**config.mk**
```make
export PLATFORM = sky130hd
export DESIGN_NAME = iram_write_seq
export DESIGN_NICKNAME = d
export VERILOG_FILES = /design/src/rtl/iram_write_seq.sv
export SDC_FILE = /design/constraint.sdc
export NUM_CORES = 1
export LEC_CHECK = 0
export BUFFER_PORTS_ARGS = -buffer_cell sky130_fd_sc_hd__buf_4
export CELL_PAD_IN_SITES_DETAIL_PLACEMENT = 1
export CELL_PAD_IN_SITES_GLOBAL_PLACEMENT = 1
export CORE_ASPECT_RATIO = 1.2
export CORE_MARGIN = 3
export CORE_UTILIZATION = 43
export CTS_CLUSTER_DIAMETER = 30
export DETAILED_ROUTE_END_ITERATION = 7
export PLACE_DENSITY_LB_ADDON = 0.1
export SLEW_MARGIN = 20
export SYNTH_ARGS = -nofsm -noshare
export SYNTH_HDL_FRONTEND = slang
export SYNTH_SLANG_ARGS = --single-unit
```
**constraint.sdc**
```tcl
create_clock -name clk -period 2.9 [get_ports clk]
set_clock_uncertainty 0.1 [all_clocks]
set_input_delay 0.145 -clock clk [delete_from_list [all_inputs] [get_ports clk]]
set_output_delay 0.145 -clock clk [all_outputs]
set_load 0.01 [all_outputs]
```
**src/rtl/iram_write_seq.sv**
```systemverilog
// IRAM write sequencer: arbitrates CPU and spy writes into control memory and
// drives a registered setup/strobe/hold cycle with an optional parity bit.
module iram_write_seq #(
    parameter int WE_CYCLES = 2,
    parameter int PARITY_EN = 1
) (
    input  logic        clk,
    input  logic        reset,
    input  logic        state_fetch,
    input  logic        cpu_iwrite,
    input  logic [13:0] cpu_addr,
    input  logic [48:0] iwr,
    input  logic [2:0]  spy_ld,
    input  logic [15:0] spy_data,
    input  logic        spy_go,
    input  logic [13:0] spy_addr,
    output logic [13:0] ram_addr,
    output logic [48:0] ram_wdata,
    output logic        ram_we,
    output logic        cpu_stall,
    output logic        busy,
    output logic        done,
    output logic        spy_ack,
    output logic        overrun
);

    typedef enum logic [2:0] {IDLE, LOAD, SETUP, STROBE, HOLD} state_t;
    typedef enum logic {OWN_CPU, OWN_SPY} owner_t;

    localparam logic [3:0] WE_LAST = 4'(WE_CYCLES - 1);

    state_t      state;
    owner_t      owner;
    logic [3:0]  we_cnt;
    logic        spy_pend;
    logic [13:0] pend_addr;
    logic [47:0] stage;

    logic        cpu_req;
    logic [47:0] load_data;
    logic        load_par;
    logic        iwr_unused;

    always_comb begin
        cpu_req    = state_fetch & cpu_iwrite;
        load_data  = (owner == OWN_CPU) ? iwr[47:0] : stage;
        load_par   = (PARITY_EN != 0) ? ~^load_data : 1'b0;
        iwr_unused = iwr[48];
        // The request term is combinational so the CPU stalls in the very cycle it asks.
        cpu_stall  = ((state != IDLE) && (owner == OWN_CPU)) ||
                     ((state == IDLE) && cpu_req && !reset);
        busy       = (state != IDLE) || spy_pend;
    end

    always_ff @(posedge clk) begin
        if (reset) begin
            state     <= IDLE;
            owner     <= OWN_CPU;
            we_cnt    <= '0;
            spy_pend  <= 1'b0;
            pend_addr <= '0;
            stage     <= '0;
            ram_addr  <= '0;
            ram_wdata <= '0;
            ram_we    <= 1'b0;
            done      <= 1'b0;
            spy_ack   <= 1'b0;
            overrun   <= 1'b0;
        end else begin
            done    <= 1'b0;
            spy_ack <= 1'b0;

            if (spy_ld[0]) stage[15:0]  <= spy_data;
            if (spy_ld[1]) stage[31:16] <= spy_data;
            if (spy_ld[2]) stage[47:32] <= spy_data;

            if (cpu_req && (state != IDLE)) overrun <= 1'b1;
            if (spy_go && spy_pend)         overrun <= 1'b1;
            if (spy_go) begin
                spy_pend  <= 1'b1;
                pend_addr <= spy_addr;
            end

            case (state)
                IDLE: begin
                    if (cpu_req) begin
                        ram_addr <= cpu_addr;
                        owner    <= OWN_CPU;
                        state    <= LOAD;
                    end else if (spy_go || spy_pend) begin
                        // Direct acceptance overrides the pending-latch update above.
                        ram_addr <= spy_go ? spy_addr : pend_addr;
                        owner    <= OWN_SPY;
                        spy_pend <= 1'b0;
                        state    <= LOAD;
                    end
                end
                LOAD: begin
                    ram_wdata <= {load_par, load_data};
                    state     <= SETUP;
                end
                SETUP: begin
                    ram_we <= 1'b1;
                    we_cnt <= WE_LAST;
                    state  <= STROBE;
                end
                STROBE: begin
                    if (we_cnt == 4'd0) begin
                        ram_we  <= 1'b0;
                        done    <= 1'b1;
                        spy_ack <= (owner == OWN_SPY);
                        state   <= HOLD;
                    end else begin
                        we_cnt <= we_cnt - 4'd1;
                    end
                end
                HOLD: begin
                    state <= IDLE;
                end
                default: begin
                    state <= IDLE;
                end
            endcase
        end
    end

endmodule

```
==> results_dict.tcl <==
set metrics [dict create \
    place_area_sq_mm 0.00769 \
    root_buffer "clkbuf_16" \
    path_buf_inv 1 \
    netlist_area_sq_mm 0.00633 \
    yosysUniqueCellTypes 27 \
    path_cells "buf_12, mux2i_1, xnor2_1, xnor2_1, xnor2_1, xnor3_1, nand2_1, a21oi_2" \
    grt_max_degree 71 \
    synthesis.nets 767 \
    clkTransAtPathRegs_ns 0.06 \
    hold_path_depth 3 \
    grt_pass1_vias 6189 \
    hp-start "iwr[17]" \
    worst_setup_path_end_kind "flop" \
    ctsResizeCount 0 \
    synth_area_leaders "dfxtp_1, mux2i_1, nor2_1" \
    antenna_found_initial 0 \
    drt-total-wl_um 20400 \
    routed-wl-met3_um 1020 \
    rr_worst_depth 8 \
    vias 5562 \
    cellLeakagePower_nw 3.91 \
    syn_inst 664 \
    dr_wl_met2_um 10800 \
    regToRegSetupSlack_ns 0.50 \
    cts.sinks 138 \
    numCtsBuffers 17 \
    critPathTopFamily "XOR/XNOR gates" \
    cts_hold_buf 60 \
    clock_path_buffers 2 \
    core_sq_mm 0.0141 \
    ir_worst_vdd_mv 0.403 \
    hold_viol 0 \
    synth_flop_cell "dfxtp_1" \
    worstSetupStartpointType "flop" \
    synthArstFlopShare 0 \
    drive_gt1_frac 0.229 \
    num_antenna_cells 0 \
    grt_util_all_layers 0.257 \
    ys_warn_count 0 \
    finalMaxSlewViolations 0 \
    synth_commonest_cells "dfxtp_1, mux2i_1, nor2_1, a211oi_1, xor2_1" \
    hpwlAfterDp_um 13800 \
    cp_slowest_stage_delay_ns 0.59 \
    fmaxAchievable_mhz 417 \
    overflow 0 \
    r2r_end "ram_wdata[48]" \
    grt_pass1_wl_um 32500 \
    max_slew_margin 0.468 \
    io_buffers 168 \
    h-tree-depth 4 \
    die_h_um 139 \
    synth.most_common_cell "dfxtp_1" \
    holdWs_ns 0.0113 \
    outcome "finished clean" \
    topRoutingLayerUsed "met4" \
    drc 0 \
    drt_first_pass_iters 4 \
    synth.avg_cell_area_sq_um 9.53 \
    synth_seq_area_share 0.437 \
    cts_tree "done" \
    cpMaxStageDelayCell "dfxtp_4" \
    whs_endpoint "ram_wdata[17]" \
    postCtsSetupBuffers 0 \
    wire_per_inst_um 19.4 \
    clk_latency_ns 0.42 \
    syn_to_final_growth_pct 39.1 \
    fin_setup_tns_ns 0 \
    synth-seq-cells 138 \
    finalPower_mw 5.75 \
    rsz0062_at_grt "no" \
    drt-met1-wl_um 8040 \
    synth_edf_count 0 \
    required_ns 3.10 \
    ant_nets 0 \
    period_needed_ns 2.40 \
    hold_path_class "in -> reg" \
    arrival_ns 2.60 \
    finalSetupViolCount 0 \
    critPathKind "reg -> reg" \
    gp_congestion 0.787 \
    nets 974 \
    yosysTopAreaCell "dfxtp_1" \
    critPathMostFrequentCell "xnor2_1" \
    num_rows 47 \
    synth_top_area_frac 0.437 \
    ios 170 \
    die-area_sq_mm 0.0162 \
    fp.dieW_um 117 \
    viasPerCell 5.29 \
    fin_crit_sh 0.827 \
    timing.rr.start "owner" \
    initial_core_util 0.448 \
    critPathMaxFanout 22 \
    first_iter_violations 234 \
    tightest_slew_ns 0.798 \
    fin_area_sq_mm 0.00880 \
    cap_violations 0 \
    powerDensity_mw_per_mm2 653 \
]
==> worst reg2reg max path, cell delays in order, from the launching register on <==
cell and delay (ns):
dfxtp_4 0.59, buf_12 0.26, mux2i_1 0.28, xnor2_1 0.17
xnor2_1 0.18, xnor2_1 0.19, xnor3_1 0.35, nand2_1 0.10
a21oi_2 0.07
==> layer usage <==
| layer | vias up | track usage |
|---|---|---|
| met5 | - | 0 |
| met4 | 0 | 0.0960 |
| met3 | 32 | 0.0624 |
| met2 | 146 | 0.469 |
| met1 | 2685 | 0.280 |
| li1 | 2699 | - |
==> state kept, by name (all words and copies together), names as in the netlist <==
| signal | flops |
|---|---|
| done | 1 |
| overrun | 1 |
| owner | 1 |
| pend_addr | 14 |
| ram_addr | 14 |
| ram_wdata | 49 |
| ram_we | 1 |
| spy_ack | 1 |
| spy_pend | 1 |
| stage | 48 |
| state | 3 |
| we_cnt | 4 |
==> stage by stage <==
step / cells / setup WS, ns / utilization
4_1_cts: 1052 / 0.477 / 0.624
5_1_grt: 1052 / 0.376 / 0.624
2_1_floorplan: 664 / 0.977 / -
3_3_place_gp: 963 / 0.586 / 0.545
6_report: 1052 / 0.502 / 0.624
3_5_place_dp: 963 / 0.474 / 0.545
==> power breakdown <==
part           internal, mW  switching (mW)  total, mW  leakage [nW]
sequential             2.08           0.145       2.23          1.14
combinational         0.809           0.765       1.57          2.52
clock                  1.18           0.768       1.95         0.251
==> layout by cell type (no fill, tap or decap) <==
cell type      Yosys  layout
xnor3_1            1       1
o21ai_0            5       5
buf_4              1     174
a31oi_1            3       3
a21oi_2            1       1
dfxtp_1          138     137
o211ai_1          14      14
dlygate4sd3_1      0      60
o21a_1             1       1
xnor2_1           24      24
nand2_1           34      34
or3_1              4       4
clkbuf_1          33       7
mux2i_1          134     134
and2_1             1       1
buf_12             0       3
clkinv_2           0       3
clkbuf_8           0       1
nor2_4             0       1
a21oi_1           17      17
nor2_1           125     124
inv_1              4       4
nand2b_1           2       2
ha_1               2       2
bufinv_16          0       1
nor3_1             6       6
clkbuf_16          0      17
a211oi_1          50      50
nor3b_1            3       3
dfxtp_4            0       1
xor2_1            46      46
==> cells by family after synthesis <==
| group | Yosys count | synth area share |
|---|---|---|
| and+or+nand+nor | 175 | 0.110 |
| DFF | 138 | 0.437 |
| muxes | 134 | 0.212 |
| AOI/OAI and AO/OA | 91 | 0.0989 |
| xor gates and xnor gates | 71 | 0.100 |
| buffers and inverters | 53 | 0.0386 |
| adders and majority gates | 2 | 0.00395 |
==> worst max path at each step <==
| stage | start | to | slack, ns | cells past startpoint |
|---|---|---|---|---|
| 2_1_floorplan | owner | ram_wdata[48] | 0.98 | 9 |
| 3_3_place_gp | owner | ram_wdata[48] | 0.59 | 8 |
| 3_5_place_dp | owner | ram_wdata[48] | 0.47 | 8 |
| 4_1_cts | owner | ram_wdata[48] | 0.48 | 8 |
| 5_1_grt | owner | ram_wdata[48] | 0.38 | 8 |
| 6_report | owner | ram_wdata[48] | 0.50 | 8 |
==> layout make-up <==
class / count / area [sq um]
well taps: 171 / 214
inverters: 4 / 15.0
flip-flops and latches: 138 / 2770
clock inverters: 4 / 45.0
clock buffers: 25 / 465
fillers: 1534 / 5310
multi-input cells: 473 / 3330
repair buffers: 237 / 1970
No activity file was read; power rests on OpenSTA's default activity.
